### src/rtl/vend_pkg.sv
// -----------------------------------------------------------------------------
// vend_pkg
// Shared types for the vending actuator sequencer.
//   channel_t : actuator channel numbering (matches actuator_sel encoding)
//   state_t   : sequencer FSM states
//   max2      : constant helper used for timer sizing
// -----------------------------------------------------------------------------
package vend_pkg;

    localparam int NUM_CH = 4;

    typedef enum logic [1:0] {
        CH_JOLT   = 2'd0,
        CH_BUZZ   = 2'd1,
        CH_NICKEL = 2'd2,
        CH_DIME   = 2'd3
    } channel_t;

    typedef enum logic [1:0] {
        IDLE = 2'd0,
        FIRE = 2'd1,
        GAP  = 2'd2
    } state_t;

    function automatic int max2(input int a, input int b);
        return (a > b) ? a : b;
    endfunction

endpackage

### src/rtl/vend_rr_arbiter.sv
// -----------------------------------------------------------------------------
// vend_rr_arbiter
// Combinational 4-way round-robin arbiter. The search starts at ptr+1 (mod 4)
// and wraps, so the channel at ptr has the lowest priority.
// Ports:
//   req        in  4  request vector, bit i = channel i wants service
//   ptr        in  2  last granted channel
//   gnt_onehot out 4  one-hot grant (0 when nothing requested)
//   gnt_idx    out 2  encoded grant (0 when nothing requested)
//   gnt_valid  out 1  some channel was granted
// -----------------------------------------------------------------------------
module vend_rr_arbiter
    import vend_pkg::*;
(
    input  logic [NUM_CH-1:0] req,
    input  logic [1:0]        ptr,
    output logic [NUM_CH-1:0] gnt_onehot,
    output logic [1:0]        gnt_idx,
    output logic              gnt_valid
);

    always_comb begin
        gnt_idx   = 2'd0;
        gnt_valid = 1'b0;
        // Scan from the farthest candidate (ptr itself) to the nearest
        // (ptr+1); the last hit wins, so the nearest requester is granted.
        for (int k = NUM_CH; k >= 1; k--) begin
            if (req[ptr + 2'(k)]) begin
                gnt_idx   = ptr + 2'(k);
                gnt_valid = 1'b1;
            end
        end
        gnt_onehot = gnt_valid ? (4'b0001 << gnt_idx) : 4'b0000;
    end

endmodule

### src/rtl/vend_dispense_sequencer.sv
// -----------------------------------------------------------------------------
// vend_dispense_sequencer
// Schedules the single shared solenoid driver between two product dispensers
// and two coin-return chutes. One-cycle requests are counted per channel in
// 2-bit saturating counters, arbitrated round-robin, and turned into
// PULSE_CYCLES-long fire pulses followed by GAP_CYCLES of recovery and one
// IDLE cycle before the next grant.
// Parameters:
//   PULSE_CYCLES  cycles actuator_fire stays high per service (>=1)
//   GAP_CYCLES    idle cycles after each pulse (>=1)
// Ports:
//   clk, rst_n     clock (rising edge), asynchronous active-low reset
//   req_jolt/buzz/nickel/dime  one-cycle service requests, channels 0..3
//   actuator_sel   channel being driven, 0 when not firing (registered)
//   actuator_fire  solenoid enable (registered)
//   busy           high in FIRE or GAP (registered)
//   pending        bit i = channel i has outstanding requests (combinational)
//   overflow       one-cycle pulse, a request was dropped (registered)
//   served_count   completed services, wraps at 256 (only when the macro
//                  VEND_SEQ_STATS_EN is defined)
// The FSM state is held in the signal 'state' (type state_t) for probing.
// -----------------------------------------------------------------------------
module vend_dispense_sequencer
    import vend_pkg::*;
#(
    parameter int PULSE_CYCLES = 4,
    parameter int GAP_CYCLES   = 2
) (
    input  logic       clk,
    input  logic       rst_n,
    input  logic       req_jolt,
    input  logic       req_buzz,
    input  logic       req_nickel,
    input  logic       req_dime,
    output logic [1:0] actuator_sel,
    output logic       actuator_fire,
    output logic       busy,
    output logic [3:0] pending,
    output logic       overflow
`ifdef VEND_SEQ_STATS_EN
    ,
    output logic [7:0] served_count
`endif
);

    localparam int TW = $clog2(max2(PULSE_CYCLES, GAP_CYCLES)) + 1;
    localparam logic [TW-1:0] PULSE_LAST = TW'(PULSE_CYCLES - 1);
    localparam logic [TW-1:0] GAP_LAST   = TW'(GAP_CYCLES - 1);

    state_t                  state, state_nx;
    logic [TW-1:0]           timer, timer_nx;
    logic [NUM_CH-1:0][1:0]  cnt, cnt_nx;
    logic [NUM_CH-1:0]       req_vec;
    logic [NUM_CH-1:0]       drop;
    logic [NUM_CH-1:0]       gnt_onehot;
    logic [1:0]              gnt_idx;
    logic                    gnt_valid;
    logic                    grant;
    // Last granted channel: doubles as the round-robin pointer and as the
    // channel driven for the whole FIRE phase.
    logic [1:0]              ptr;
    logic [1:0]              ch_nx;

    assign req_vec = {req_dime, req_nickel, req_buzz, req_jolt};

    always_comb begin
        for (int i = 0; i < NUM_CH; i++) begin
            pending[i] = (cnt[i] != 2'd0);
        end
    end

    vend_rr_arbiter u_arb (
        .req        (pending),
        .ptr        (ptr),
        .gnt_onehot (gnt_onehot),
        .gnt_idx    (gnt_idx),
        .gnt_valid  (gnt_valid)
    );

    // Next-state logic. The timer is loaded with (length-1) on entry to a
    // phase and the phase ends on the edge where it reads zero.
    always_comb begin
        state_nx = state;
        timer_nx = timer;
        grant    = 1'b0;
        case (state)
            IDLE: begin
                if (gnt_valid) begin
                    grant    = 1'b1;
                    state_nx = FIRE;
                    timer_nx = PULSE_LAST;
                end
            end
            FIRE: begin
                if (timer == '0) begin
                    state_nx = GAP;
                    timer_nx = GAP_LAST;
                end else begin
                    timer_nx = timer - 1'b1;
                end
            end
            GAP: begin
                if (timer == '0) begin
                    state_nx = IDLE;
                    timer_nx = '0;
                end else begin
                    timer_nx = timer - 1'b1;
                end
            end
            default: begin
                state_nx = IDLE;
                timer_nx = '0;
            end
        endcase
    end

    assign ch_nx = grant ? gnt_idx : ptr;

    // Pending counters: a request and a grant on the same edge cancel; a
    // request into a full counter with no grant is dropped.
    always_comb begin
        cnt_nx = cnt;
        drop   = '0;
        for (int i = 0; i < NUM_CH; i++) begin
            case ({req_vec[i], grant & gnt_onehot[i]})
                2'b10: begin
                    if (cnt[i] == 2'd3) drop[i] = 1'b1;
                    else                cnt_nx[i] = cnt[i] + 2'd1;
                end
                2'b01:   cnt_nx[i] = cnt[i] - 2'd1;
                default: ;
            endcase
        end
    end

    // Outputs are registered from next-state values so they line up with
    // the state they describe.
    always_ff @(posedge clk or negedge rst_n) begin
        if (!rst_n) begin
            state         <= IDLE;
            timer         <= '0;
            cnt           <= '0;
            ptr           <= 2'd3;
            actuator_fire <= 1'b0;
            actuator_sel  <= 2'd0;
            busy          <= 1'b0;
            overflow      <= 1'b0;
        end else begin
            state         <= state_nx;
            timer         <= timer_nx;
            cnt           <= cnt_nx;
            ptr           <= ch_nx;
            actuator_fire <= (state_nx == FIRE);
            actuator_sel  <= (state_nx == FIRE) ? ch_nx : 2'd0;
            busy          <= (state_nx != IDLE);
            overflow      <= |drop;
        end
    end

`ifdef VEND_SEQ_STATS_EN
    always_ff @(posedge clk or negedge rst_n) begin
        if (!rst_n) begin
            served_count <= 8'd0;
        end else if (state == FIRE && state_nx == GAP) begin
            served_count <= served_count + 8'd1;
        end
    end
`endif

endmodule

### config.mk
export PLATFORM = sky130hd
export DESIGN_NAME = vend_dispense_sequencer
export DESIGN_NICKNAME = d
export VERILOG_FILES = /design/src/rtl/vend_pkg.sv /design/src/rtl/vend_rr_arbiter.sv /design/src/rtl/vend_dispense_sequencer.sv
export SDC_FILE = /design/constraint.sdc
export NUM_CORES = 1
export LEC_CHECK = 0
export ABC_CLOCK_PERIOD_IN_PS = 2000
export BUFFER_PORTS_ARGS = -buffer_cell sky130_fd_sc_hd__buf_2
export CORE_UTILIZATION = 40
export CTS_CLUSTER_DIAMETER = 30
export DETAILED_ROUTE_END_ITERATION = 8
export HOLD_SLACK_MARGIN = 0.02
export PLACE_DENSITY = 0.68
export SLEW_MARGIN = 10
export SYNTH_ARGS = -nofsm -noshare
export SYNTH_HDL_FRONTEND = slang
export SYNTH_SLANG_ARGS = --single-unit
### constraint.sdc
create_clock -name clk -period 2 [get_ports clk]
set_input_delay 0.1 -clock clk [delete_from_list [all_inputs] [get_ports clk]]
set_output_delay 0.1 -clock clk [all_outputs]
set_load 0.03 [all_outputs]
### Word level (Yosys, flattened, before mapping)

Index checks and enable logic that the tools add are counted.

| storage, ports and cells | value |
|---|---|
| input bits | 6 |
| register bits after elaboration | 20 |

| cells by class | value |
|---|---|
| equal/unequal tests | 20 |
| bitwise gates (word level) | 4 |
| muxes and demuxes | 45 |
| add/subtract/negate cells | 12 |
| shifts and indexed selects | 1 |
| magnitude comparators | 4 |
| reductions and logical operators | 16 |

Operators by type and width:

| operator | count |
|---|---|
| 2-bit two-way mux | 13 |
| 2-bit == test, second input constant | 9 |
| 1-bit two-way mux | 18 |
| 2-bit nonzero test | 9 |
| 2-bit one-hot mux with 2 select lines | 4 |
| 2-bit by 1-bit == test with 1-bit output, second input constant | 6 |
| 2-bit by 3-bit less-than comparator with 1-bit output, second input constant | 4 |
| 2-bit by 1-bit adder with 2-bit output, second input constant | 5 |
| 2-bit != test, second input constant | 5 |
| 3-bit two-way mux | 3 |
| 3-bit one-hot mux with 3 select lines | 1 |
| 1-bit binary-select mux with 2-bit select | 4 |
| 2-bit AND reduction | 4 |
| 2-bit by 1-bit subtractor with 2-bit output, second input constant | 4 |
| 2-bit one-hot mux with 3 select lines | 1 |
| 2-bit adder, second input constant | 2 |
| 1-bit bitwise AND | 4 |
| 4-bit two-way mux | 1 |
| 4-bit OR reduction | 1 |
| 1-bit by 2-bit << shifter with 4-bit output, first input constant | 1 |
| 3-bit logical NOT | 1 |
| 3-bit by 1-bit subtractor with 3-bit output, second input constant | 1 |
| 2-bit logical NOT | 1 |

### Longest topological paths before layout

| logic depth | value |
|---|---|
| depth in word-level cells | 13 |
| mapped depth | 7 |
| depth with buffers taken out | 7 |

### Modules after synthesis

From an unflattened synthesis, not the netlist that was laid out.

| second synthesis, totals | value |
|---|---|
| cells, all modules | 147 |
| area, all modules | 1,342.5 um^2 |

By module, submodules not included:

| module | area an instance (um^2) | cells each | instances |
|---|---|---|---|
| vend_dispense_sequencer | 1,123.6 | 115 | 1 |
| vend_rr_arbiter | 219.0 | 32 | 1 |

### Least setup slack after synthesis

Ideal clock, no wire load.

| path | value |
|---|---|
| kind | register to register |
| start | register cnt[1] (netlist name) |
| end | register cnt[6] (netlist name) |
| setup time | 123 ps |
| stages on the path, launching flop included | 7 |
| data required time | 1,877 ps |
| clock period less this slack | 1,934 ps |
| setup slack | 66 ps |
| buffers on the path | 0 |
| arrival time | 1,811 ps |
| cells stage by stage | dfrtp_1 -> or2_1 -> o311a_1 -> nor3_4 -> nand2_1 -> xnor2_1 -> o221a_2 |

| on the way | value |
|---|---|
| longest elaborated chain between the ends | 13 |

Ends and longest elaborated chain:

| item | line | source |
|---|---|---|
| from (decl) | vend_dispense_sequencer.sv:52 | `logic [NUM_CH-1:0][1:0] cnt, cnt_nx;` |
| from (signal assigned) | vend_dispense_sequencer.sv:151 | `cnt <= cnt_nx;` |
| 2-bit nonzero test * | vend_dispense_sequencer.sv:68 | `pending[i] = (cnt[i] != 2'd0);` |
| net pending[0] | vend_dispense_sequencer.sv:38 | `output logic [3:0] pending,` |
| 1-bit binary-select mux with 2-bit select | vend_rr_arbiter.sv:28 | `if (req[ptr + 2'(k)]) begin` |
| 1-bit two-way mux (implied by the code) | vend_rr_arbiter.sv:28 |  |
| 1-bit two-way mux or 2-bit two-way mux (tied branches) (4 in a row) | vend_rr_arbiter.sv:28 |  |
| 1-bit two-way mux or 1-bit by 2-bit << shifter with 4-bit output (tied branches) | vend_dispense_sequencer.sv:88, vend_rr_arbiter.sv:33 |  |
| 1-bit two-way mux or 4-bit two-way mux (tied branches) | vend_dispense_sequencer.sv:86, vend_rr_arbiter.sv:33 |  |
| 1-bit bitwise AND * | vend_dispense_sequencer.sv:125 | `case ({req_vec[i], grant & gnt_onehot[i]})` |
| 2-bit == test or 2-bit by 1-bit == test with 1-bit output (tied branches) | vend_dispense_sequencer.sv:125 |  |
| 2-bit != test (no source line) or 2-bit nonzero test (tied branches) | - |  |
| 2-bit AND reduction (no source line) | - |  |

Mark *: on every way through the listed nets, which the timed path passes. The rest lies on a longest branch. The select of a mux whose other input is x is not followed.
A chain may end at the register's enable or synchronous reset.

### Final worst setup path

| path | value |
|---|---|
| start | register cnt[1] (netlist name) |
| end | register cnt[4] (netlist name) |

| on the way | value |
|---|---|
| longest elaborated chain between the ends | 13 |

Ends and longest elaborated chain:

| item | line |
|---|---|
| 2-bit nonzero test * | vend_dispense_sequencer.sv:68 |
| 1-bit binary-select mux with 2-bit select | vend_rr_arbiter.sv:28 |
| 1-bit two-way mux (implied by the code) | vend_rr_arbiter.sv:28 |
| 1-bit two-way mux or 2-bit two-way mux (tied branches) (4 in a row) | vend_rr_arbiter.sv:28 |
| 1-bit two-way mux or 1-bit by 2-bit << shifter with 4-bit output (tied branches) | vend_dispense_sequencer.sv:88, vend_rr_arbiter.sv:33 |
| 1-bit two-way mux or 4-bit two-way mux (tied branches) | vend_dispense_sequencer.sv:86, vend_rr_arbiter.sv:33 |
| 1-bit bitwise AND * | vend_dispense_sequencer.sv:125 |
| 2-bit == test or 2-bit by 1-bit == test with 1-bit output (tied branches) | vend_dispense_sequencer.sv:125 |
| 2-bit != test (no source line) or 2-bit nonzero test (tied branches) | - |
| 2-bit AND reduction (no source line) | - |

Every way passes the cells marked *; elsewhere a longest branch is shown, timed or not. The select of a mux whose other input is x is not followed.

==> flow_summary.yaml <==
grt:
  grt_max_degree: 21
  grt-ovfl-total: 0
  grt_pass1_vias: 893
  grt_use_total_pct: 18.6
  grt_first_pass_wirelength_mm: 3.88
  antenna_found_initial: 0
yosys:
  synth_area_leader_cell: "dfrtp_1"
  synthFlopType: "dfrtp_1"
  syn_avg_cell_area_sq_um: 9.60
  synth-seq-cells: 20
  synth_cell_types: 43
  synth_most_common_cell: "dfrtp_1"
  syn_nets: 123
  synthesis.area_sq_um: 1100
  netlist_instances: 115
  yosysSeqAreaShare_pct: 45.6
  synthArstFlopShare_pct: 100
  synth_top_area_share_pct: 40.8
  synthTopCellsByCount: "dfrtp_1, inv_1, o21ai_0, nand2_1"
  netlist_top_cells_area: "dfrtp_1, dfstp_2, o21ai_0, inv_1, a21oi_1"
  synth_edf_count: 0
  synth_warnings: 0
clock_tree:
  numCtsBuffers: 3
  clk_path_buf_depth: 2
  cts-htree-levels: 1
  clockRootBuffer: "clkbuf_4"
  clk_pin_slew_worst_paths_ps: 120
  clk-insertion-delay-late_ps: 310
  clkSinkCount: 20
  cts_tree: "done"
timing:
  maxSlewHeadroom_pct: 70.6
  worst_slew_pin_slew_ps: 442
  period_needed_ps: 1960
  hold_viol: 0
  final_max_slew_viol_count: 0
  fin_ws_ps: 44.0
  post-route-period-util_pct: 97.8
  finClkSkew_ps: 3.31
  clock.fmax_ghz: 0.511
  rsz0062_at_grt: "yes"
  finalSetupViolations: 0
  tns_ps: 0
power:
  leakagePower_uw: 0.000583
  p_per_area_nw_per_um2: 1380
  total_power_uw: 1890
  peakVddDrop_uv: 797
routing:
  drcViolationCount: 0
  dr_wl_met3_um: 91
  drt_wl_total_mm: 2.40
  postRouteAntennaNets: 0
  firstDrtPassIters: 4
  drtIter0Drc: 36
  route.met2.wl_mm: 1.12
  post_drt_via_cell_ratio: 5.61
  top_layer_used: "met4"
  via_count: 959
  wl_met1_mm: 1.17
  drt-wirelength-per-cell_um: 14.0
cells_and_area:
  fillers: 236
  syn_to_final_growth_pct: 24.4
  final_layout_size_suffix_gt1_share_pct: 31.9
  nets: 150
  num_antenna_cells: 0
placement:
  port_buffers: 14
  globalplace.congestion: 0.798
  place_hpwl_mm: 1.67
  dp_worst_setup_slack_ps: 32.7
worst_setup_path:
  path_cells: "or2_4 -> o311a_4 -> nor3_4 -> nand2_2 -> and4b_1 -> a211oi_2"
  reg2reg_slack_ps: 40
  r2r_start: "cnt[1]"
  crit_path_top_delay_cell: "dfrtp_1"
  setup.worst_path.end_class: "flip-flop"
  reg2reg_to: "cnt[4]"
  required_ps: 2230
  cp_max_fo: 6
  cp-start-kind: "flip-flop"
  crit_type: "reg -> reg"
  slowest_delay_ps: 440
  startpoint: "cnt[1]"
  cp-endpoint: "cnt[4]"
  r2r_cells: 6
  worstPathArrival_ps: 2190
die:
  design.portCount: 15
  start_util_pct: 43.4
  core_sq_um: 2540
  die_w_um: 54.5
  rows: 18
  die_y_um: 54.5
  dieArea_sq_um: 2970
hold_path:
  hold_path.class: "in -> reg"
  min_path_cells: 3
flow_run:
  max_cap_violations: 0
run_status:
  status: "completed"
worst max-delay path: cells and delay by family, from the launching register on:
kind	cells	cell delay [ps]
flops	1	440
compound gates	2	470
simple gates	4	960
stage by stage:
stage	instances	cell area, sq um	util [%]	hold slack (ps)
after global placement	165	1260	49.7	71.5
after detailed placement	165	1260	49.7	79.7
after global routing	171	1370	53.9	115
final	171	1370	53.9	68.9
after CTS	170	1330	52.1	65.9
after floorplan	115	1100	-	-196
cells by family (layout without fill, tap and decap cells):
| kind of cell | after synthesis | count (layout) | share of synthesized area, % |
|---|---|---|---|
| XOR/XNOR | 4 | 4 | 3.18 |
| multiplexers | 1 | 1 | 0.907 |
| AND/OR/NAND/NOR | 33 | 33 | 16.9 |
| adder cells (fa/ha/maj) | 2 | 2 | 2.27 |
| flip-flops | 20 | 20 | 45.6 |
| AO/OA/AOI/OAI | 42 | 42 | 26.8 |
| buffers and inverters | 13 | 39 | 4.42 |
worst min-delay path by stage:
stage	from	to	slack [ps]
final	req_buzz	cnt[3]	70
after global routing	req_buzz	cnt[3]	120
after global placement	rst_n	cnt[3]	70
after CTS	req_buzz	cnt[3]	70
after detailed placement	rst_n	cnt[3]	80
after floorplan	rst_n	actuator_fire	-200
registers in the layout (all words and copies together) (netlist names):
| signal | cells |
|---|---|
| ptr | 2 |
| timer | 3 |
| busy | 1 |
| cnt | 8 |
| actuator_fire | 1 |
| actuator_sel | 2 |
| overflow | 1 |
| state | 2 |
layer usage:
| layer | GRT usage (%) | vias to the layer above |
|---|---|---|
| met3 | 2.50 | 4 |
| met5 | 0 | - |
| met2 | 30.5 | 24 |
| met1 | 25.0 | 456 |
| met4 | 6.41 | 0 |
| li1 | - | 475 |
report_power, final:
group	internal, uW	switching [uW]	total (uW)
Combinational	390	511	901
Sequential	552	101	653
Clock	202	136	339
cell type report:
cell class,instances,area (sq um),share of cell area (%)
clock buffers,3,22.5,1.64
clock inverters,1,30.0,2.19
inverters,11,41.3,3.01
multi-input cells,82,589,42.9
flip-flops and latches,20,504,36.7
well taps,30,37.5,2.73
repair buffers,24,148,10.8
placed cells by master (no fill, tap or decap), types with 2 or more instances in the layout:
cell,instances
clkbuf_4,3
a211oi_1,2
buf_4,9
o221ai_1,2
a21oi_1,6
a22oi_1,2
nor4_1,2
nor3_1,3
buf_2,14
nor2_1,5
dfstp_2,2
o21ai_0,9
xnor2_1,2
nand2_1,7
o211ai_1,2
nand2b_1,2
ha_1,2
and2_1,3
o22ai_1,3
dfrtp_1,17
inv_1,11
xor2_1,2
nand2_2,2
timing repair:
action                     4_1_cts  5_1_grt
gates resized for setup          0       10
setup buffers                    0        1
hold buffers                     1        0
setup endpoints to repair        0        7
hold endpoints to repair        18        0
Power figures use the tool's default switching activity.
